<file path="src/rtl/mem_stage_pkg.sv">
// Shared constants, FSM encoding and alignment helper for the memory-access stage.
package mem_stage_pkg;

  localparam int NUM_LANES = 4;

  localparam logic [1:0] MEM_SIZE_BYTE = 2'd0;
  localparam logic [1:0] MEM_SIZE_HALF = 2'd1;
  localparam logic [1:0] MEM_SIZE_WORD = 2'd2;

  typedef enum logic {
    MS_IDLE   = 1'b0,
    MS_ACCESS = 1'b1
  } ms_state_e;

  // Size code 3 is treated as a word access.
  function automatic logic is_misaligned(input logic [1:0] lane, input logic [1:0] size);
    case (size)
      MEM_SIZE_BYTE: is_misaligned = 1'b0;
      MEM_SIZE_HALF: is_misaligned = lane[0];
      default:       is_misaligned = (lane != 2'b00);
    endcase
  endfunction

endpackage

</file>
<file path="src/rtl/mem_align.sv">
// Byte-lane formatting: store data/byte-enables and extended load data.
module mem_align
  import mem_stage_pkg::*;
#(
  parameter int DWIDTH = 32
) (
  input  logic [1:0]        lane_i,
  input  logic [1:0]        size_i,
  input  logic              uns_i,
  input  logic [DWIDTH-1:0] rt_i,
  input  logic [DWIDTH-1:0] rdata_i,
  output logic [DWIDTH-1:0] wdata_o,
  output logic [3:0]        be_o,
  output logic [DWIDTH-1:0] ldata_o
);

  logic [7:0]  byte_sel;
  logic [15:0] half_sel;

  always_comb begin
    byte_sel = rdata_i[{lane_i, 3'b000} +: 8];
    half_sel = lane_i[1] ? rdata_i[31:16] : rdata_i[15:0];
    wdata_o  = rt_i;
    be_o     = 4'b1111;
    ldata_o  = rdata_i;
    case (size_i)
      MEM_SIZE_BYTE: begin
        wdata_o = {NUM_LANES{rt_i[7:0]}};
        be_o    = 4'b0001 << lane_i;
        ldata_o = {{24{~uns_i & byte_sel[7]}}, byte_sel};
      end
      MEM_SIZE_HALF: begin
        wdata_o = {2{rt_i[15:0]}};
        be_o    = lane_i[1] ? 4'b1100 : 4'b0011;
        ldata_o = {{16{~uns_i & half_sel[15]}}, half_sel};
      end
      default: ;
    endcase
  end

endmodule

</file>
<file path="src/rtl/mem_stage.sv">
// Memory-access stage: req/ack data-memory transaction with one registered
// writeback record per accepted operation.
module mem_stage
  import mem_stage_pkg::*;
#(
  parameter int DWIDTH = 32,
  parameter int AWIDTH = 32
) (
  input  logic              clk,
  input  logic              rst_n,
  input  logic              m_i_valid,
  output logic              m_o_ready,
  input  logic [DWIDTH-1:0] m_i_alu_value,
  input  logic [DWIDTH-1:0] m_i_data_rt,
  input  logic              m_i_mem_read,
  input  logic              m_i_mem_write,
  input  logic [1:0]        m_i_size,
  input  logic              m_i_unsigned,
  input  logic              m_i_reg_write,
  input  logic [4:0]        m_i_rd,
  output logic              d_o_req,
  output logic              d_o_we,
  output logic [AWIDTH-1:0] d_o_addr,
  output logic [DWIDTH-1:0] d_o_wdata,
  output logic [3:0]        d_o_be,
  input  logic              d_i_ack,
  input  logic [DWIDTH-1:0] d_i_rdata,
  output logic              m_o_wb_valid,
  output logic [DWIDTH-1:0] m_o_wb_data,
  output logic [4:0]        m_o_wb_rd,
  output logic              m_o_wb_reg_write,
  output logic              m_o_misalign
);

  ms_state_e         state_q;
  logic [1:0]        lane_q, size_q;
  logic              uns_q, rw_q;
  logic [4:0]        rd_q;
  logic [DWIDTH-1:0] addr_full_q;

  logic [1:0]        lane, size;
  logic              uns;
  logic [DWIDTH-1:0] fmt_wdata, fmt_ldata;
  logic [3:0]        fmt_be;
  logic              mem_op, misal;

  // The aligner formats store data from live inputs while idle, and
  // load data from the latched lane/size while the access is in flight.
  assign lane   = (state_q == MS_IDLE) ? m_i_alu_value[1:0] : lane_q;
  assign size   = (state_q == MS_IDLE) ? m_i_size : size_q;
  assign uns    = (state_q == MS_IDLE) ? m_i_unsigned : uns_q;
  assign mem_op = m_i_mem_read | m_i_mem_write;
  assign misal  = is_misaligned(m_i_alu_value[1:0], m_i_size);

  assign m_o_ready = (state_q == MS_IDLE);

  mem_align #(.DWIDTH(DWIDTH)) u_align (
    .lane_i  (lane),
    .size_i  (size),
    .uns_i   (uns),
    .rt_i    (m_i_data_rt),
    .rdata_i (d_i_rdata),
    .wdata_o (fmt_wdata),
    .be_o    (fmt_be),
    .ldata_o (fmt_ldata)
  );

  always_ff @(posedge clk or negedge rst_n) begin
    if (!rst_n) begin
      state_q          <= MS_IDLE;
      lane_q           <= '0;
      size_q           <= '0;
      uns_q            <= 1'b0;
      rw_q             <= 1'b0;
      rd_q             <= '0;
      addr_full_q      <= '0;
      d_o_req          <= 1'b0;
      d_o_we           <= 1'b0;
      d_o_addr         <= '0;
      d_o_wdata        <= '0;
      d_o_be           <= '0;
      m_o_wb_valid     <= 1'b0;
      m_o_wb_data      <= '0;
      m_o_wb_rd        <= '0;
      m_o_wb_reg_write <= 1'b0;
      m_o_misalign     <= 1'b0;
    end else begin
      m_o_wb_valid <= 1'b0;
      m_o_misalign <= 1'b0;
      case (state_q)
        MS_IDLE: if (m_i_valid) begin
          if (!mem_op) begin
            m_o_wb_valid     <= 1'b1;
            m_o_wb_data      <= m_i_alu_value;
            m_o_wb_rd        <= m_i_rd;
            m_o_wb_reg_write <= m_i_reg_write;
          end else if (misal) begin
            m_o_wb_valid     <= 1'b1;
            m_o_misalign     <= 1'b1;
            m_o_wb_data      <= m_i_alu_value;
            m_o_wb_rd        <= m_i_rd;
            m_o_wb_reg_write <= 1'b0;
          end else begin
            state_q     <= MS_ACCESS;
            lane_q      <= m_i_alu_value[1:0];
            size_q      <= m_i_size;
            uns_q       <= m_i_unsigned;
            rw_q        <= m_i_reg_write & ~m_i_mem_write;
            rd_q        <= m_i_rd;
            addr_full_q <= m_i_alu_value;
            d_o_req     <= 1'b1;
            d_o_we      <= m_i_mem_write;
            d_o_addr    <= {m_i_alu_value[AWIDTH-1:2], 2'b00};
            d_o_wdata   <= fmt_wdata;
            d_o_be      <= fmt_be;
          end
        end
        MS_ACCESS: if (d_i_ack) begin
          state_q          <= MS_IDLE;
          d_o_req          <= 1'b0;
          d_o_we           <= 1'b0;
          m_o_wb_valid     <= 1'b1;
          m_o_wb_data      <= d_o_we ? addr_full_q : fmt_ldata;
          m_o_wb_rd        <= rd_q;
          m_o_wb_reg_write <= rw_q;
        end
        default: state_q <= MS_IDLE;
      endcase
    end
  end

endmodule

</file>
<file path="config.mk">
export PLATFORM = sky130hd
export DESIGN_NAME = mem_stage
export DESIGN_NICKNAME = d
export VERILOG_FILES = /design/src/rtl/mem_stage_pkg.sv /design/src/rtl/mem_align.sv /design/src/rtl/mem_stage.sv
export SDC_FILE = /design/constraint.sdc
export NUM_CORES = 1
export LEC_CHECK = 0
export BUFFER_PORTS_ARGS = -buffer_cell sky130_fd_sc_hd__buf_4
export CAP_MARGIN = 20
export CORE_ASPECT_RATIO = 0.9
export CORE_MARGIN = 5
export CORE_UTILIZATION = 47
export DETAILED_ROUTE_END_ITERATION = 7
export PLACE_DENSITY = 0.87
export SLEW_MARGIN = 10
export SYNTH_ARGS = -nofsm -noshare
export SYNTH_HDL_FRONTEND = slang
export SYNTH_SLANG_ARGS = --single-unit
</file>
<file path="constraint.sdc">
create_clock -name clk -period 4.4 [get_ports clk]
set_input_delay 0.44 -clock clk [delete_from_list [all_inputs] [get_ports clk]]
set_output_delay 0.44 -clock clk [all_outputs]
set_load 0.1 [all_outputs]
</file>
==> impl_results.md, run 1 <==
- Status: complete, but fails checks
- Failing checks: design-rule violations
- Most common cell after layout, fill and taps aside: buf_4
- Flop2flop setup slack: ~1.5 ns
- Final HPWL DP: ~14000 um
- Maximum Capacitance Violations: 0
- Crit path to: m_o_wb_data[19]
- Min Tclk post-route: 2.90 ns
- Synth cell types: 50
- Die W: between 100 and 150 um
- Hold_buf cts: 1
- Crit path depth: 6
- Worst Path Max Fanout: 37
- Root Buffer: clkbuf_16
- Pwr dens: between 800 and 900 nW/um^2
- Drc violations: 1
- Postcts setup bufs: 0
- TritonCTS clock tree: built
- Pre-CTS setup slack: between 1.5 and 2 ns
- Clock skew: between 0.009 and 0.01 ns
- Worst Setup SP: state_q
- Nets: between 900 and 1000
- Fraction of layout cells with a size suffix above 1: 0.391
- Slowest stage delay, CP: slightly below 0.9 ns
- Period utilization: 0.659
- Crit-path leading delay family: multiplexers
- CTS Buffer Depth: 2
- Max Clk Rate: around 350 MHz
- Antenna violations before repair: 0
- Clock-pin slew on the worst setup and hold paths: about 0.050 ns
- Worst path cell trace: mux2i_2, mux2i_1, nor3b_2, a211oi_2, buf_4, a21oi_1
- Sink Count: 120
- Syn Inst Count: between 600 and 700
- Final Hold Viols: 0
- Slew HR: 0.440
- CP endpoint kind: flip-flop
- Worst R2R Path Depth: 6
- Setup tns final: 0 ns
- Drt pass-1 iters: 8
- Iter 0 DRT Violations: approximately 570
- Worst EP required: between 4 and 5 ns
- Largest net degree at the start of global routing: a little under 100
- Synth Cell Area: roughly 6200 um^2
- Die ar.: roughly 16000 um^2
- Diodes inserted: 0
- CP max-delay cell: dfrtp_2
- VDD IR-drop max: between 0.0005 and 0.0006 V
- Worst-Skew Late Latency: 0.41 ns
- First-pass GRT wire length: between 30000 and 40000 um
- Vias per Instance: 5.80
- RSZ-0062 raised after global routing: false
- I/O pin total: roughly 220
- GP Congestion: between 0.9 and 1
- FFs w/ async S/R, synth: 1.00
- Reg2reg start: state_q
- Num rows: 39
- Avg WL per Cell: about 20 um
- Detail Route Antenna Nets: 0
- DRT Wirelength: about 19000 um
- Syn-to-layout area delta: 33.7%
- Yosys warnings: 0
- Vias in the first global route: between 5000 and 6000
- Register bit total from synthesis: between 100 and 150
- Register area share after synthesis: 0.484
- Final setup violation count: 0
- Die H: roughly 120 um
- Starting density of the core: 0.484
- Hold Crit Class: input port to flip-flop
- Highest-count cells in the layout ignoring fill and taps: 225 x buf_4, 119 x dfrtp_1, 70 x nand2_1
- Grt ovf: 0
- Port Buffers: around 220
- Arrival time at the worst endpoint: 3.19 ns
- Resize count post-CTS: 0
- Post-synth EDFFs: 0
- Buf/Inv on CP: 1
- H-tree depth: 4
- Num CTS Buffers: 17
- Leak Pwr: approximately 3.9 nW
- Final-report max-slew violation count: 0
- Setup ws final: between 1.5 and 2 ns
- Overall Global Routing Usage: 0.243
- Fillers: 1078
- Startpoint class of the critical path: flip-flop
- Critical R2R Capture: m_o_wb_data[19]
- Core Box Area: 12800 um^2
- Mapped Avg Cell Area: 10.0 um^2
- Main synth FF type: dfrtp_1
- Vias: between 5000 and 6000
- Worst Path Class, Setup: flip-flop to flip-flop
- Slew @ Worst Pin: 0.839 ns
==> where the power goes <==
part | internal, W | switching (W) | total (W)
Clock | 0.000912 | 0.000488 | 0.00140
Sequential | 0.00143 | 0.000256 | 0.00169
Combinational | 0.000771 | 0.00283 | 0.00360
Total | 0.00311 | 0.00357 | 0.00669
==> routing by layer <==
metal / vias up / track usage / share of wire
met2: 269 / 0.376 / 0.47
met3: 42 / 0.0717 / 0.082
li1: 2577 / - / -
met1: 2734 / 0.325 / 0.42
met5: - / 0 / 0
met4: 0 / 0.0883 / 0.029
==> sequential cells by signal, indices dropped and copies added, names as in the netlist, 2 cells and up <==
name,cells
d_o_be,4
m_o_wb_rd,5
d_o_wdata,32
addr_full_q,30
rd_q,5
size_q,2
m_o_wb_data,32
==> synthesized netlist by cell type, types with 4 or more instances <==
library cell,number,area [um^2]
a21oi_1,57,285
a222oi_1,14,140
a22oi_1,18,135
and2_1,4,25.0
buf_2,13,65.1
buf_4,33,248
clkbuf_1,27,101
dfrtp_1,120,3000
inv_1,12,45.0
mux2_2,49,552
mux2i_1,30,300
nand2_1,70,263
nand2b_1,5,31.3
nand3_1,4,20.0
nand3b_1,5,37.5
nor2_1,25,93.8
nor2b_1,4,25.0
o211ai_1,6,45.0
o21ai_0,58,290
o21ai_1,4,20.0
o22ai_1,23,144
==> final cells by class <==
type                    count  area (um^2)  share of cell area
clock buffers              22          464              0.0559
clock inverters             9          124              0.0149
inverters                  14         52.6             0.00633
multi-input cells         413         2730               0.329
flip-flops and latches    120         3000               0.362
well taps                 164          205              0.0247
repair buffers            227         1720               0.207
==> cells by family after synthesis <==
family                 after synthesis  share of synthesized area
AND/OR/NAND/NOR                    130                     0.0959
flip-flops                         120                      0.484
AO/OA/AOI/OAI                      200                      0.201
other                                1                   0.000604
buffers and inverters               88                     0.0770
multiplexers                        81                      0.142
==> worst min-delay path by stage <==
| stage | start | end | cells past startpoint | slack [ns] |
|---|---|---|---|---|
| global placement | rst_n | d_o_wdata[1] | 1 | 0.40 |
| floorplan | rst_n | addr_full_q[10] | 0 | 0.14 |
| detailed placement | rst_n | d_o_wdata[1] | 1 | 0.41 |
| finish | d_i_ack | state_q | 2 | 0.26 |
| CTS | d_i_ack | state_q | 2 | 0.24 |
| global route | d_i_ack | state_q | 2 | 0.24 |
==> metrics by stage <==
stage          cell area [um^2]  utilization  power [W]  hold WS [ns]  instances
6_report                   8300        0.647    0.00669         0.259        969
5_1_grt                    8300        0.647    0.00691         0.245        969
4_1_cts                    8300        0.647    0.00671         0.237        969
3_5_place_dp               7700        0.600    0.00529         0.406        937
3_3_place_gp               7690        0.599    0.00524         0.403        936
2_1_floorplan              6210            -    0.00456         0.144        621
(Power assumes the default switching activity.)
==> inputs of run 2 (changes only) <==
Clock period 4.4 ns to 3 ns, I/O delays scaled along.
==> run 2 against run 1 <==
The run now ends clean. Total power increased by 46%. Sequential share of layout area decreased by 0.29 points. Sequential power increased by 47%. Die area unchanged. Register-to-register slack got worse by 0.84 ns. Clock-buffer cell count decreased by 2. Core utilization increased by 0.53 points. Final area increased by 0.81%. Largest cell class unchanged. Largest power group unchanged. Highest routed layer unchanged.
==> impl_results.md, run 2 (same netlist as run 1, synthesis figures left out) <==
- Pwr dens: approximately 1200 nW/um^2
- Hold Crit Class: input port to flip-flop
- Cell Int Power: between 0.004 and 0.005 W
- Worst Path Class, Setup: flip-flop to output port
- Switching portion of total power: 0.539
- Detail Route Antenna Nets: 0
- Avg WL per Cell: about 20 um
- Worst R2R Path Depth: 7
- Drc violations: 0
- Slew @ Worst Pin: ~0.75 ns
- Num CTS Buffers: 17
- Diodes inserted: 0
- Final-report max-slew violation count: 0
- GP Congestion: ~0.93
- Final HPWL DP: approximately 14000 um
- DRT Wirelength: between 15000 and 20000 um
- Vias per Instance: between 5 and 6
- Drt pass-1 iters: 7
- Highest-count cells in the layout ignoring fill and taps: 232 x buf_4, 119 x dfrtp_1, 70 x nand2_1
- Maximum Capacitance Violations: 0
- CP endpoint kind: output port
- Die H: between 100 and 150 um
- Clock-pin slew on the worst setup and hold paths: approximately 0.050 ns
- Antenna violations before repair: 0
- Max Clk Rate: roughly 420 MHz
- H-tree depth: 4
- Flop pwr share: 0.254
- Status: finished, final reports clean
- Hold path depth: 2
- Port Buffers: about 220
- CTS Buffer Depth: 2
- Syn-to-layout area delta: 34.8%
- Core Box Area: approximately 13000 um^2
- Worst-Skew Late Latency: ~0.42 ns
- Overall Global Routing Usage: 0.240
- Resize count post-CTS: 0
- Fraction of layout cells with a size suffix above 1: 0.400
- Final Hold Viols: 0
- Fillers: around 1000
- Slew HR: 0.503
- Clock power share: 0.204
- Hold_sp: d_i_ack
- Post-layout util: 0.652
- Startpoint class of the critical path: flip-flop
- VDD IR-drop max: between 0.0008 and 0.0009 V
- Vias: between 5000 and 6000
- Starting density of the core: 0.484
- Final setup violation count: 0
- Clock skew: approximately 0.013 ns
- Most common cell after layout, fill and taps aside: buf_4
- Setup tns final: 0 ns
- Arrival time at the worst endpoint: 2.10 ns
- Nets: ~910
- Reg2reg start: state_q
- Die W: approximately 130 um
- Root Buffer: clkbuf_16
- Switch Pwr: 0.00526 W
- Leak Pwr: slightly below 4 nW
- Worst Path Max Fanout: 24
- Grt ovf: 0
- Sink Count: 120
- Num rows: 39
- Gate power share: 0.543
- Min Tclk post-route: roughly 2.4 ns
- Top Registers: d_o_wdata (32), m_o_wb_data (32), addr_full_q (30)
- Vias in the first global route: 5731
- RSZ-0062 raised after global routing: false
- Worst Setup SP: state_q
- Largest net degree at the start of global routing: about 70
- First-pass GRT wire length: 30100 um
- TritonCTS clock tree: built
- I/O pin total: ~220
- Period utilization: 0.798
- Die ar.: about 16000 um^2
- Worst EP required: roughly 2.7 ns
- Iter 0 DRT Violations: around 730
run 2: changes by cell type in the layout (fill, tap and decap cells not counted), sizes merged:
cell      before  now
clkinv         8   10
bufinv         3    2
buf          226  234
clkbuf        22   20
clkinvlp       0    2
run 2: cell type report:
class	count	area [um^2]	share of cell area
clock inverter	12	126	0.0151
sequential	120	3000	0.359
inverter	14	52.6	0.00628
clock buffer	20	457	0.0546
multi-input combinational	413	2730	0.326
tap	164	205	0.0245
timing repair buffer	235	1790	0.214
run 2: timing repair:
| action | CTS | global route |
|---|---|---|
| hold endpoints to repair | 51 | 0 |
| hold buffers | 1 | 0 |
| setup buffers | 0 | 0 |
run 2: per-layer routing:
metal	wire, um	GRT usage	share of wire
met1	7720	0.306	0.40
met2	9280	0.383	0.48
met3	1860	0.0818	0.096
met4	423	0.0825	0.022
met5	0	0	0
run 2: final timing paths:
check                                   to  slack (ns)
max                              m_o_ready        0.60
min                                state_q        0.10
max reg2reg                m_o_wb_data[18]        0.66
min reg2reg                   d_o_wdata[8]        0.48
max in group asynchronous  m_o_wb_data[25]        1.70
min in group asynchronous   addr_full_q[2]        0.49
run 2: power by group through the flow:
stage	combinational, W	sequential (W)	clock, W
final	0.00530	0.00248	0.00199
after global routing	0.00548	0.00253	0.00209
after floorplan	0.00194	0.00474	0
after CTS	0.00531	0.00247	0.00201
after global placement	0.00525	0.00247	0
after detailed placement	0.00530	0.00248	0
run 2: critical path: stages (launching register included):
cell and delay (ns):
dfrtp_2 0.50, buf_4 0.33, clkinv_1 0.27, buf_4 0.30
buf_4 0.26
run 2: per-stage QoR:
stage,cells,hold WS (ns),instance area [um^2],worst slack [ns],total power (W)
2_1_floorplan,621,0.00441,6210,0.481,0.00668
3_3_place_gp,945,0.381,7770,0.772,0.00771
3_5_place_dp,945,0.383,7770,0.680,0.00778
4_1_cts,978,0.0848,8370,0.627,0.00979
5_1_grt,978,0.0979,8370,0.489,0.0101
6_report,978,0.103,8370,0.605,0.00977
==> inputs of run 3 (changes only) <==
Settings changed: CORE_UTILIZATION 47 to 45.
Clock period 3 ns to 2 ns, I/O delays scaled along.
==> run 3 against run 2 <==
The flow now finishes with violations (negative setup slack). Via count grew 3.4%. Sequential share of layout area fell by 2.1 points. Routed wire length rose by 7.8%. Critical path depth increased by 6. Sequential power is 49% higher. Highest routed layer unchanged.
==> impl_results.md, run 3 (same netlist as run 1, synthesis figures left out) <==
- Status: complete, but fails checks
- Failing checks: negative setup slack
- CP endpoint kind: flip-flop
- TritonCTS clock tree: built
- Vias in the first global route: ~5700
- Buf/Inv on CP: 5
- I/O pin total: roughly 220
- Clock power share: 0.204
- Arrival time at the worst endpoint: between 2 and 2.5 ns
- Starting density of the core: 0.461
- Max Clk Rate: roughly 490 MHz
- Sink Count: 120
- Clock skew: about 0.0068 ns
- Die W: 134 um
- Die H: 121 um
- Slowest stage delay, CP: 0.45 ns
- Final setup violation count: 16
- H-tree depth: 4
- Drt pass-1 iters: 5
- Diodes inserted: 0
- CTS Buffer Depth: 2
- Final HPWL DP: ~15000 um
- Worst EP required: ~2.3 ns
- Switching portion of total power: 0.531
- Iter 0 DRT Violations: 569
- Port Buffers: 219
- Vias per Instance: a little under 6
- Worst-Skew Late Latency: around 0.42 ns
- Most common cell after layout, fill and taps aside: buf_4
- Overall Global Routing Usage: 0.241
- Vias: 5891
- Switch Pwr: approximately 0.008 W
- Highest-count cells in the layout ignoring fill and taps: 244 x buf_4, 118 x dfrtp_1, 70 x nand2_1
- Flop pwr share: 0.245
- Final Hold Viols: 0
- Root Buffer: clkbuf_16
- Fraction of layout cells with a size suffix above 1: 0.434
- Worst Path Class, Setup: flip-flop to flip-flop
- RSZ-0062 raised after global routing: true
- Leak Pwr: approximately 4.1 nW
- Num CTS Buffers: 17
- Core Box Area: about 13000 um^2
- Avg WL per Cell: 20.6 um
- CP most frequent cell: buf_6
- Syn-to-layout area delta: 43.1%
- Top Registers: d_o_wdata (32), m_o_wb_data (32), addr_full_q (30)
- Drc violations: 0
- Cell Int Power: roughly 0.0071 W
- Hold WS: between 0.02 and 0.025 ns
- Setup ws final: -0.0355 ns
- VDD IR-drop max: between 0.001 and 0.0015 V
- Detail Route Antenna Nets: 0
- Pre-CTS setup slack: 0.0154 ns
- Maximum Capacitance Violations: 0
- Hold Crit Class: input port to flip-flop
- DRT Wirelength: approximately 21000 um
- Num rows: 40
- Worst path cell trace: buf_6, buf_12, nor3b_4, nor2_2, nor3_2, buf_4, a211oi_4, buf_6, clkbuf_16, a21oi_1
- Final-report max-slew violation count: 0
- GP Congestion: 0.918
- Worst Path Max Fanout: 8
- Clock-pin slew on the worst setup and hold paths: about 0.050 ns
- Crit-path leading delay family: buffers and inverters
- Period utilization: 1.02
- First-pass GRT wire length: between 30000 and 40000 um
- Grt ovf: 0
- Gate power share: 0.552
- Antenna violations before repair: 0
- CP max-delay cell: dfrtp_2
- Largest net degree at the start of global routing: 61
- Min Tclk post-route: approximately 2.0 ns
- Pwr dens: between 1500 and 2000 nW/um^2
- Die ar.: approximately 16000 um^2
- Nets: 940
- Startpoint class of the critical path: flip-flop
## run 3: changes by cell type in the layout (fill, tap and decap cells not counted), sizes merged
cell | before | now
buf | 234 | 258
clkinvlp | 2 | 1
clkinv | 10 | 6
clkbuf | 20 | 27
dlygate4sd3 | 1 | 2
## run 3: routing by layer
metal / wire [um] / track usage
met5: 0 / 0
met4: 420 / 0.0932
met3: 1720 / 0.0568
met2: 10100 / 0.384
met1: 8580 / 0.320
## run 3: worst register-to-register path: stages (launching register included)
cell       delay (ns)
dfrtp_2          0.45
buf_6            0.15
buf_12           0.14
nor3b_4          0.16
nor2_2           0.17
nor3_2           0.07
buf_4            0.16
a211oi_4         0.23
buf_6            0.16
clkbuf_16        0.15
a21oi_1          0.06
## run 3: final cells by class
type	instances	area, um^2
Inverter	14	52.6
Multi-Input combinational cell	413	2840
Clock inverter	7	91.3
Sequential cell	120	3010
Tap cell	168	210
Clock buffer	24	502
Timing Repair Buffer	263	2180
Fill cell	1009	4580
## run 3: through the flow
step	instances	power, W	setup TNS (ns)	util	cell area (um^2)
detailed placement	962	0.0118	0	0.594	8000
floorplan	621	0.0100	-0.00676	-	6230
finish	1009	0.0151	-0.393	0.660	8880
global route	1009	0.0155	-1.05	0.660	8880
CTS	995	0.0149	0	0.640	8610
global placement	962	0.0117	0	0.594	8000
## run 3: power groups by stage
stage                     clock [W]  combinational, W  sequential (W)
final                       0.00307           0.00831         0.00369
after global routing        0.00320           0.00857         0.00376
after CTS                   0.00310           0.00814         0.00366
after detailed placement          0           0.00812         0.00368
after global placement            0           0.00804         0.00366
after floorplan                   0           0.00293         0.00711
## run 3: worst paths after layout
| kind | startpoint | to | slack (ns) | cells after the start |
|---|---|---|---|---|
| max | state_q | m_o_wb_data[17] | -0.04 | 10 |
| min | m_i_rd[2] | rd_q[2] | 0.02 | 2 |
| max reg2reg | state_q | m_o_wb_data[17] | -0.04 | 10 |
| min reg2reg | d_o_be[2] | d_o_be[2] | 0.48 | 2 |
| max in group asynchronous | rst_n | m_o_wb_data[28] | 0.97 | 3 |
| min in group asynchronous | rst_n | addr_full_q[7] | 0.30 | 2 |
## run 3: repair_timing
action,CTS,global route
endpoints found under the setup margin,0,35
endpoints found under the hold margin,34,0
hold buffers,2,0
gates resized for setup,0,27
buffers inserted,0,11
